==> src/rtl/watchdog_timer.sv <==
// Watchdog timer: software-kicked down-counter that requests a fixed-length
// active-low reset pulse when a kick is missed or carries the wrong key.
module watchdog_timer #(
  parameter int unsigned       CNT_W        = 24,
  parameter logic [CNT_W-1:0]  DEFAULT_LOAD = CNT_W'(24'hFF_FFFF),
  parameter int unsigned       WARN_CYCLES  = 1024,
  parameter logic [31:0]       KICK_KEY     = 32'h5AA5_C33C,
  parameter int unsigned       BITE_CYCLES  = 4
) (
  input  logic        i_clk,
  input  logic        i_rst,
  input  logic        i_we,
  input  logic [1:0]  i_addr,
  input  logic [31:0] i_wdata,
  output logic [31:0] o_rdata,
  output logic        o_rst_wdt,
  output logic        o_irq
);

  localparam int unsigned    BW        = (BITE_CYCLES > 1) ? $clog2(BITE_CYCLES) : 1;
  localparam logic [BW-1:0]  BITE_LAST = BW'(BITE_CYCLES - 1);

  localparam logic [1:0] ADDR_CTRL  = 2'd0;
  localparam logic [1:0] ADDR_LOAD  = 2'd1;
  localparam logic [1:0] ADDR_KICK  = 2'd2;
  localparam logic [1:0] ADDR_COUNT = 2'd3;

  typedef enum logic [1:0] {
    ST_DISABLED = 2'd0,
    ST_RUNNING  = 2'd1,
    ST_BITE     = 2'd2
  } state_e;

  state_e           state_q, state_d;
  logic             en_q, en_d;
  logic             lock_q, lock_d;
  logic             warn_ie_q, warn_ie_d;
  logic             warn_q, warn_d;
  logic             last_bite_q, last_bite_d;
  logic [CNT_W-1:0] load_q, load_d;
  logic [CNT_W-1:0] count_q, count_d;
  logic [BW-1:0]    bite_cnt_q, bite_cnt_d;
  logic             rst_wdt_q, rst_wdt_d;
  logic             irq_q, irq_d;

  logic wr_ok;
  logic wr_ctrl;
  logic wr_load;
  logic wr_kick;
  logic kick_good;

  // Register writes are locked out for the whole reset pulse.
  assign wr_ok     = i_we && (state_q != ST_BITE);
  assign wr_ctrl   = wr_ok && (i_addr == ADDR_CTRL);
  assign wr_load   = wr_ok && (i_addr == ADDR_LOAD);
  assign wr_kick   = wr_ok && (i_addr == ADDR_KICK);
  assign kick_good = wr_kick && (i_wdata == KICK_KEY);

  always_comb begin
    state_d     = state_q;
    en_d        = en_q;
    lock_d      = lock_q;
    warn_ie_d   = warn_ie_q;
    warn_d      = warn_q;
    last_bite_d = last_bite_q;
    load_d      = load_q;
    count_d     = count_q;
    bite_cnt_d  = bite_cnt_q;

    if (wr_ctrl) begin
      if (!lock_q) begin
        en_d      = i_wdata[0];
        warn_ie_d = i_wdata[2];
      end
      lock_d = lock_q | i_wdata[1];
      if (i_wdata[8]) warn_d      = 1'b0;
      if (i_wdata[9]) last_bite_d = 1'b0;
    end

    if (wr_load && !lock_q) begin
      load_d = i_wdata[CNT_W-1:0];
    end

    case (state_q)
      ST_DISABLED: begin
        if (wr_ctrl && en_d) begin
          state_d = ST_RUNNING;
          count_d = load_d;
        end
      end
      ST_RUNNING: begin
        // A valid kick beats an expiring count in the same cycle.
        if (!en_d) begin
          state_d = ST_DISABLED;
        end else if (kick_good) begin
          count_d = load_d;
          warn_d  = 1'b0;
        end else if (wr_kick || (count_q == '0)) begin
          state_d    = ST_BITE;
          bite_cnt_d = '0;
        end else begin
          count_d = count_q - CNT_W'(1);
        end
      end
      ST_BITE: begin
        if (bite_cnt_q == BITE_LAST) begin
          last_bite_d = 1'b1;
          warn_d      = 1'b0;
          if (lock_q) begin
            state_d = ST_RUNNING;
            count_d = load_q;
          end else begin
            en_d    = 1'b0;
            state_d = ST_DISABLED;
          end
        end else begin
          bite_cnt_d = bite_cnt_q + BW'(1);
        end
      end
      default: begin
        state_d = ST_DISABLED;
      end
    endcase

    // Applied last so a simultaneous W1C of WARN loses to the set.
    if ((state_q == ST_RUNNING) && (state_d == ST_RUNNING) && !warn_q &&
        (32'(count_d) <= WARN_CYCLES)) begin
      warn_d = 1'b1;
    end

    rst_wdt_d = (state_d != ST_BITE);
    irq_d     = warn_q & warn_ie_q;
  end

  always_ff @(posedge i_clk or negedge i_rst) begin
    if (!i_rst) begin
      state_q     <= ST_DISABLED;
      en_q        <= 1'b0;
      lock_q      <= 1'b0;
      warn_ie_q   <= 1'b0;
      warn_q      <= 1'b0;
      last_bite_q <= 1'b0;
      load_q      <= DEFAULT_LOAD;
      count_q     <= DEFAULT_LOAD;
      bite_cnt_q  <= '0;
      rst_wdt_q   <= 1'b1;
      irq_q       <= 1'b0;
    end else begin
      state_q     <= state_d;
      en_q        <= en_d;
      lock_q      <= lock_d;
      warn_ie_q   <= warn_ie_d;
      warn_q      <= warn_d;
      last_bite_q <= last_bite_d;
      load_q      <= load_d;
      count_q     <= count_d;
      bite_cnt_q  <= bite_cnt_d;
      rst_wdt_q   <= rst_wdt_d;
      irq_q       <= irq_d;
    end
  end

  always_comb begin
    o_rdata = '0;
    case (i_addr)
      ADDR_CTRL:  o_rdata = {22'd0, last_bite_q, warn_q, 5'd0, warn_ie_q, lock_q, en_q};
      ADDR_LOAD:  o_rdata = 32'(load_q);
      ADDR_KICK:  o_rdata = '0;
      ADDR_COUNT: o_rdata = 32'(count_q);
      default:    o_rdata = '0;
    endcase
  end

  assign o_rst_wdt = rst_wdt_q;
  assign o_irq     = irq_q;

endmodule

==> config.mk <==
export PLATFORM = sky130hd
export DESIGN_NAME = watchdog_timer
export DESIGN_NICKNAME = d
export VERILOG_FILES = /design/src/rtl/watchdog_timer.sv
export SDC_FILE = /design/constraint.sdc
export NUM_CORES = 1
export LEC_CHECK = 0
export CORE_AREA = 2 2 110 112
export DETAILED_ROUTE_END_ITERATION = 8
export DIE_AREA = 0 0 112 114
export DONT_BUFFER_PORTS = 1
export PLACE_DENSITY = 0.63
export RECOVER_POWER = 25
export SYNTH_ARGS = -nofsm -noshare
export SYNTH_HDL_FRONTEND = slang
export SYNTH_SLANG_ARGS = --single-unit
==> constraint.sdc <==
create_clock -name i_clk -period 3.4 [get_ports i_clk]
set_input_delay 0.17 -clock i_clk [delete_from_list [all_inputs] [get_ports i_clk]]
set_output_delay 0.17 -clock i_clk [all_outputs]
set_load 0.02 [all_outputs]
Yosys cells after proc, flatten, opt, wreduce, memory -nomap -nowiden
Cells that the tools add are included.
{ "totals": {"reg_bits": 59, "output_inout_bits": 34, "word_cells": 87} }
{ "op_classes": {"add_sub_neg": 2, "n_lt_le_gt_ge": 1, "eq_ne": 14, "muxes": 37, "bitwise": 3, "n_reduce_logical": 19} }
{ "ops": {"columns": ["op", "count"], "rows": [
  ["$mux W24", 7],
  ["$pmux W32 S4", 1],
  ["$pmux W24 S3", 1],
  ["$eq A32 B31 Y1 const B", 1],
  ["$le A24 B11 Y1 const B", 1],
  ["$logic_not A24 Y1", 1],
  ["$sub A24 B1 Y24 const B", 1],
  ["$mux W2", 9],
  ["$mux W1", 16],
  ["$ne A2 B2 Y1 const B", 6],
  ["$logic_and A1 B1 Y1", 10],
  ["$eq A2 B2 Y1 const B", 4],
  ["$eq A2 B1 Y1 const B", 3],
  ["$pmux W2 S3", 1],
  ["$reduce_and A5 Y1", 1],
  ["$logic_not A2 Y1", 2],
  ["$pmux W2 S2", 1],
  ["$add A2 B1 Y2 const B", 1],
  ["$logic_not A1 Y1", 2],
  ["$pmux W1 S2", 1],
  ["$reduce_and A2 Y1", 1],
  ["$reduce_bool A2 Y1", 1],
  ["$and A1 B1 Y1", 1],
  ["$logic_or A1 B1 Y1", 1],
  ["2 further kinds", 2]
]} }

Logic depth before layout (Yosys ltp)
Gate-level depths: netlist of the first run.
{ "depth": {"depth_word": 13, "mapped_depth": 14} }

Worst setup path before layout of the first run
Ideal clock, no wire load.
{ "synth_timing": {"kind": "reg2reg", "start": "register state_q[0]", "end": "register warn_q", "setup_time_ns": 0.092, "arrival_time_ns": 3.230, "required_ns": 3.308, "path_slack_ns": 0.078, "path_stages_with_launch": 13, "path_buffers": 1, "period_less_slack_ns": 3.322, "path_cell_list": "dfrtp_1 > inv_1 > ha_1 > buf_2 > or4b_4 > o22ai_4 > nand2_2 > a31o_2 > a21oi_1 > o22ai_1 > or4_1 > o41a_1 > o31ai_2"} }
{ "synth_between": {"elab_cells_between_ends": 36, "cone_classes": "1 x order compare; 4 x eq/ne; 19 x mux; 12 x reduce/logical"} }
{ "synth_rtl": {"columns": ["element", "line", "rtl"], "rows": [
  ["start: declaration", "34", "state_e state_q, state_d;"],
  ["start signal: assignment", "149", "state_q <= state_d;"],
  ["$ne A2 B2 Y1", "53", "assign wr_ok = i_we && (state_q != ST_BITE);"],
  ["$logic_and A1 B1 Y1", "53", null],
  ["$logic_and A1 B1 Y1 (on tied branches)", "56, 55", null],
  ["$logic_or A1 B1 Y1 / $logic_and A1 B1 Y1 (equally long branches)", "98, 80", null],
  ["$mux W24 (on tied branches)", "98, 80", null],
  ["$mux W24", "95", "end else if (kick_good) begin"],
  ["$mux W24", "93", "if (!en_d) begin"],
  ["$pmux W24 S3 *", "84", "case (state_q)"],
  ["via count_d[2]", "41", "logic [CNT_W-1:0] count_q, count_d;"],
  ["$le A24 B11 Y1 *", "127", "(32'(count_d) <= WARN_CYCLES)) begin"],
  ["$logic_and A1 B1 Y1 *", "126", "if ((state_q == ST_RUNNING) && (state_d == ST_RUNNING) && !warn_q &&"],
  ["$mux W1 *", "126", null],
  ["via warn_d", "38", "logic warn_q, warn_d;"],
  ["end signal: assignment", "153", "warn_q <= warn_d;"],
  ["end: declaration", "38", null]
]} }
Mark *: on every way through the listed nets, which the timed path passes. The rest lies on a longest branch.
A chain may end at the register's enable or synchronous reset.

Worst setup path after layout of the first run
{ "layout_timing": {"start": "register state_q[1]", "end": "register warn_q"} }
{ "layout_between": {"elab_chain_len": 13, "elab_cells_between_ends": 36, "cone_classes": "1 x order compare; 4 x eq/ne; 19 x mux; 12 x reduce/logical"} }
{ "layout_lines": {"columns": ["element", "line"], "rows": [
  ["branches (longest 12 deep; another with $le A24 B11 Y1)", null],
  ["$mux W1 *", "126"],
  ["via warn_d", "38"]
]} }
Mark *: on every way through the listed nets, which the timed path passes.

==> results of run 1 <==
[layout by cell type, fill, tap and decap left out, types with 5 or more instances in the layout]
cell           synthesis  routed
and2_1                 5       5
conb_1                 1       8
nor4bb_1               8       8
nor4_1                 7       6
o221ai_1               5       5
dfstp_2               49      49
a211oi_1               6       5
nor3_2                 3       5
o211ai_1              14      14
a22oi_1                9       9
a21oi_1               35      34
dfrtp_1               10       9
dlygate4sd3_1          0       9
a221oi_1               9       8
mux2_2                21      21
mux2i_1               28      27
o22ai_1                5       5
o21ai_1                4       6
nand3_1               25      25
nor2b_1               21      19
a22o_1                 7       7
or4_1                  5       5
o31ai_1                6       6
a21o_1                 7       7
o21ai_0               37      34
buf_4                  9     104
clkbuf_16              0       9
ha_1                   6       5
nor3_1                16      14
nand2_1               36      36
nand4_1                9       9
a31oi_1                8       8
inv_1                 21      20
nor2_1                32      31
[per-stage QoR]
stage | worst slack [ns] | cells | area [µm²] | util, % | hold WS (ns)
final | 0.107 | 837 | 6490 | 55.5 | -0.00978
after global routing | 0.00758 | 837 | 6490 | 55.5 | 0.00931
after CTS | 0.0139 | 835 | 6430 | 54.9 | 0.00179
after detailed placement | -0.165 | 809 | 5940 | 50.7 | -0.124
after global placement | -0.249 | 809 | 5940 | 50.7 | -0.124
after floorplan | 0.0784 | 606 | 5170 | - | -0.126
[cell families after synthesis]
kind of cell    share of synthesized area, %
simple gates                            24.0
compound gates                          27.9
buf+inv                                 6.51
flops                                   29.9
mux                                     10.0
fa+ha+maj                               1.46
other cells                           0.0729
xor+xnor                               0.170
[area by class of cell]
class | count | area share (%)
timing repair buffer | 118 | 14.6
inverter | 22 | 1.27
tap | 147 | 2.83
sequential | 59 | 23.7
multi-input combinational | 475 | 52.3
clock buffer | 11 | 3.74
clock inverter | 5 | 1.54
[flip-flops by register name, indices dropped and copies added, names as in the netlist]
register / cells
load_q: 24
en_q: 1
warn_ie_q: 1
state_q: 2
lock_q: 1
last_bite_q: 1
o_rst_wdt: 1
o_irq: 1
warn_q: 1
bite_cnt_q: 2
count_q: 24
[where the power goes]
part           switching (W)  leakage, nW  internal (W)  total, W
sequential          0.000361        0.639       0.00119   0.00155
clock               0.000347        0.169      0.000733   0.00108
combinational        0.00206         1.83       0.00149   0.00355
[path summary, 6_finish.rpt]
path	to	slack, ns	cells after the start
max	warn_q	0.11	9
min reg2reg	last_bite_q	0.50	2
min	load_q[9]	-0.01	2
max in group asynchronous	lock_q	1.60	2
min in group asynchronous	bite_cnt_q[0]	0.78	2
max reg2reg	warn_q	0.11	9
[routing by layer]
metal / vias up / track usage [%] / wire (µm) / part of all wire, %
met5: - / 0 / 0 / 0
met4: 0 / 16.8 / 1050 / 4.7
met3: 74 / 6.54 / 2230 / 9.9
met2: 379 / 56.2 / 10200 / 46
met1: 2769 / 46.9 / 8950 / 40
li1: 2466 / - / - / -
[what timing repair did]
item / 4_1_cts / 5_1_grt
pin swaps: 0 / 3
buffers inserted: 0 / 2
hold endpoints to repair: 68 / 0
hold buffers: 10 / 0
resized for setup: 7 / 25
setup endpoints to repair: 1 / 1
==> reports/metrics.csv, run 1 <==
metric;value;unit
fin. max-slew vios;60;
Placement Rows;40;
# clock sinks;59;
Via Count;5688;
worst path buffer plus inverter count;0;
Yosys reg bits;59;
HPWL after DPL;16.7;mm
top post-synthesis cells by area;dfstp_2 25%, mux2i_1 5.4%, dfrtp_1 4.9%;
Total Power;0.00618;W
DRT iter0 DRCs;631;
Routed Antenna Nets;0;
register area;0.00154;mm²
GRT Residual Overflow;0;
run status;finished, violations left;
failing checks;hold timing, capacitance limit, slew limit;
syn_area_per_cell;8.59;µm²
Core Box Area;0.0117;mm²
Synth Warn #;0;
Arr. time, crit path;3.55;ns
Slew headroom;-3.07;%
Die Area;0.0128;mm²
Leak;2.64;nW
vias in the first global route;5617;
crit path launch;state_q[1];
clock slew at reported path FFs;0.05;ns
Async SR Flop Fraction;100;%
Synth top area share;25.0;%
Primary FF master, synth;dfstp_2;
CTS Buf Count;9;
Reg-to-Reg Start;state_q[1];
Die Ht;114;µm
synthesis-to-finish area growth;26.2;%
layout cell share with drive strength beyond 1;35.1;%
most frequent cells after synthesis;49 x dfstp_2, 37 x o21ai_0, 36 x nand2_1;
DRC;0;
IO Port Bufs;0;
clock latency on the worst-skew pair;0.34;ns
initial core utilization;44.0;%
synthesized area;0.00515;mm²
RePlAce Congestion;1.02;
FMAX;0.304;GHz
final hold violations;1;
WP data required;3.66;ns
multi-input logic area;0.00340;mm²
post-route clock period utilization;96.9;%
clk root buf;clkbuf_16;
initial antenna violation count;0;
Cells after Synth;599;
I/O pin count;71;
Clock Skew;0.00701;ns
first-pass GRT wire length;34.1;mm
EDFF count, synth;0;
Worst path max stage delay;0.56;ns
crit-path max FO;7;
Min Hold Slack;-0.00978;ns
H-tree Lvls;3;
detailed-router iteration count before antenna repair;5;
setup violators final;0;
Yosys top cell by area;dfstp_2;
Worst-Margin Slew;1.55;ns
Crit Path Class;reg -> reg;
CP Cell Sequence;ha_4 > or4b_4 > o22ai_4 > o21ai_0 > o32ai_1 > o221ai_1 > or4_1 > o41a_1 > o31ai_2;
largest net degree at the start of global routing;60;
TritonCTS clock tree;done;
maximum root-to-sink buffer count;2;
number of max-cap violations;1;
WL per Instance;26.8;µm
hold path startpoint;i_wdata[9];
nets;728;
sequential fraction of the synthesis area;29.9;%
count leader, synth;dfstp_2;
unrepaired setup endpoints after global routing;false;
Pwr Density;952;mW/mm²
Hold WC Path Type;in -> reg;
slowest CP cell;or4b_4;
setup TNS;0;ns
worst-case vdd ir drop;0.000408;V
total wire length;22.5;mm
CP Capture Type;flip-flop;
number of fillers in the final layout;1100;
diode count;0;
Critical Path Start Type;flip-flop;
Die X;112;µm
Crit path max-delay family;compound AO/OA/AOI/OAI gates;
post-layout min period;3.29;ns
synth unique cells;85;
Vias/cell;6.80;
GRT Overall Usage;35.4;%
No activity file was read; power rests on OpenSTA's default activity.
==> inputs of run 2 (changes only) <==
ABC_AREA = 1   (was unset)
CORE_AREA = 2 2 114 116   (was 2 2 110 112)
DIE_AREA = 0 0 116 118   (was 0 0 112 114)
==> run 2 against run 1 <==
The flow finishes with violations (capacitance limit, slew limit). Area after synthesis up 7.2%. Global-route usage down 6.1 points. Critical path type unchanged. Die area is 7.2% higher. Largest cell class unchanged. Core utilization fell by 7.2 points. Total power shrank 67%. Critical path depth increased by 8. Synthesized cell count rose by 53%. Flip-flop and latch count is the same. Cell count up 30%.
==> reports/metrics.csv, run 2 <==
metric;value;unit
run status;finished, violations left;
failing checks;capacitance limit, slew limit;
fin. max-slew vios;60;
diode count;0;
number of max-cap violations;1;
main combinational cell family by area after synthesis;simple AND/OR/NAND/NOR gates;
commonest non-fill, non-tap cell in the layout;nand2_1;
Crit Path Class;reg -> reg;
H-tree Lvls;3;
setup TNS;0;ns
initial antenna violation count;0;
GRT Residual Overflow;0;
internal reg-to-reg setup slack;0.39;ns
adder-cell share of the synthesized area;1.36;%
number of fillers in the final layout;1343;
Synth Area in Compound Gates;17.4;%
# clock sinks;59;
clk root buf;clkbuf_16;
sequential fraction of the synthesis area;27.9;%
top post-synthesis cells by area;dfstp_2 23%, nand2_1 21%, inv_1 8.6%;
synth unique cells;42;
CTS Buf Count;9;
Arr. time, crit path;3.29;ns
multiplexer share of the synthesized area;0;%
Cells after Synth;914;
post-layout min period;3.01;ns
Hold Crit Depth;2;
Worst-Margin Slew;1.55;ns
Post-Synth Simple-Gate Area;37.6;%
Reg2Reg Depth;17;
synthesis-to-finish area growth;8.64;%
nets;953;
worst-case vdd ir drop;0.000410;V
crit-path max FO;16;
WL per Instance;17.7;µm
register area;0.00154;mm²
GRT Overall Usage;29.3;%
Die Ht;118;µm
Placed Cells;1059;
worst r2r dst;warn_q;
Die X;116;µm
IO Port Bufs;0;
Die Area;0.0137;mm²
total wire length;19.2;mm
Pwr Density;337;mW/mm²
Via Count;5917;
syn_area_per_cell;6.04;µm²
most frequent cells after synthesis;312 x nand2_1, 126 x inv_1, 104 x nor2_1;
maximum root-to-sink buffer count;2;
CP Capture Type;flip-flop;
FMAX;0.332;GHz
Core Box Area;0.0124;mm²
WP data required;3.68;ns
post-synthesis xor/xnor area fraction;1.27;%
hold path endpoint;load_q[17];
count leader, synth;nand2_1;
Routed Antenna Nets;0;
Synth top area share;23.3;%
Primary FF master, synth;dfstp_2;
Hold WC Path Type;in -> reg;
final core occ;48.3;%
RePlAce Congestion;0.985;
Yosys top cell by area;dfstp_2;
multi-input logic area;0.00322;mm²
Leak;2.84;nW
Critical Path Start Type;flip-flop;
vias in the first global route;5643;
EDFF count, synth;0;
setup bufs post-CTS;0;
Reg-to-Reg Start;state_q[0];
initial core utilization;44.4;%
HPWL after DPL;14.4;mm
setup violators final;0;
Yosys reg bits;59;
layout cell share with drive strength beyond 1;12.3;%
largest net degree at the start of global routing;60;
Final Non-Filler Cells;1087;
Synth Warn #;0;
clock slew at reported path FFs;0.06;ns
Async SR Flop Fraction;100;%
post-route clock period utilization;88.6;%
DRC;0;
first-pass GRT wire length;30.4;mm
TritonCTS clock tree;done;
commonest cells after routing, fill and taps aside;311 x nand2_1, 126 x inv_1, 104 x nor2_1;
Slew headroom;-3.54;%
I/O pin count;71;
synthesized area;0.00552;mm²
Clock Skew;0.00778;ns
hold path startpoint;i_wdata[17];
detailed-router iteration count before antenna repair;5;
final hold violations;0;
DRT iter0 DRCs;636;
unrepaired setup endpoints after global routing;false;
Placement Rows;41;
biggest regs;count_q (24), load_q (24);
Vias/cell;5.44;
clock latency on the worst-skew pair;0.35;ns
-- run 2: cell types whose count changed after synthesis, sizes merged, moves of 12 or more --
cell | before | now
nor2 | 32 | 114
mux2 | 21 | 0
nor2b | 21 | 0
mux2i | 28 | 0
nand3 | 25 | 41
inv | 21 | 135
a21oi | 36 | 48
o21ai | 42 | 74
nand2 | 38 | 326
nor3 | 19 | 2
-- run 2: kinds of logic after synthesis --
logic type / after synthesis
AND/OR/NAND/NOR: 495
buffers and inverters: 177
AO/OA/AOI/OAI: 168
flip-flops: 59
XOR/XNOR: 8
adder cells (fa/ha/maj): 6
other: 1
-- run 2: worst max-delay path by stage --
stage,from,end,slack (ns)
5_1_grt,state_q[0],warn_q,0.06
2_1_floorplan,state_q[0],warn_q,1.18
6_report,state_q[0],warn_q,0.39
3_5_place_dp,state_q[0],warn_q,0.29
4_1_cts,state_q[0],warn_q,0.27
3_3_place_gp,state_q[0],warn_q,0.40
-- run 2: report_power, final --
group | leakage (nW) | switching (W) | internal (W)
registers | 0.638 | 0.0000192 | 0.000732
clock network | 0.160 | 0.000348 | 0.000715
logic | 2.04 | 0.000153 | 0.0000527
total | 2.84 | 0.000520 | 0.00150
-- run 2: final cells by class --
cell class                      count  share of cell area (%)
Multi-Input combinational cell    685                    53.8
Sequential cell                    59                    25.7
Inverter                          135                    8.45
Clock buffer                       11                    3.88
Tap cell                          172                    3.59
Timing Repair Buffer               20                    2.92
Clock inverter                      5                    1.71
-- run 2: what timing repair did --
| item | CTS | global route |
|---|---|---|
| hold buffers | 12 | 0 |
| endpoints found under the hold margin | 69 | 0 |
| endpoints found under the setup margin | 0 | 1 |
| resized for setup | 0 | 2 |
-- run 2: worst max-delay path: stages, from the launching register on --
cell and delay (ns):
dfrtp_1 0.38, inv_1 0.10, ha_1 0.32, inv_2 0.22, nand2_2 0.09, nor2_2 0.23, o211ai_4 0.20, nand2_2 0.18
nand2_2 0.27, a211oi_1 0.31, nand2_1 0.08, nand2_1 0.08, nand2_1 0.07, nor2_1 0.12, nand2_1 0.06, nor2_1 0.11
nand2_1 0.06, nand2_1 0.05
-- run 2: through the flow --
step           total power, W  cell area [µm²]  hold slack (ns)  worst slack, ns
6_report              0.00202             5990           0.0268            0.387
5_1_grt               0.00210             5990           0.0232           0.0583
4_1_cts               0.00204             6010           0.0105            0.265
3_5_place_dp         0.000938             5530           -0.124            0.292
3_3_place_gp         0.000938             5530           -0.124            0.397
2_1_floorplan        0.000905             5540           -0.126             1.18
-- run 2: routing by layer --
layer / vias up / part of all wire, % / global-route usage, %
met4: 0 / 4.9 / 15.2
met3: 66 / 7.9 / 5.72
met1: 2709 / 42 / 38.4
met2: 284 / 45 / 45.2
li1: 2858 / - / -
met5: - / 0 / 0
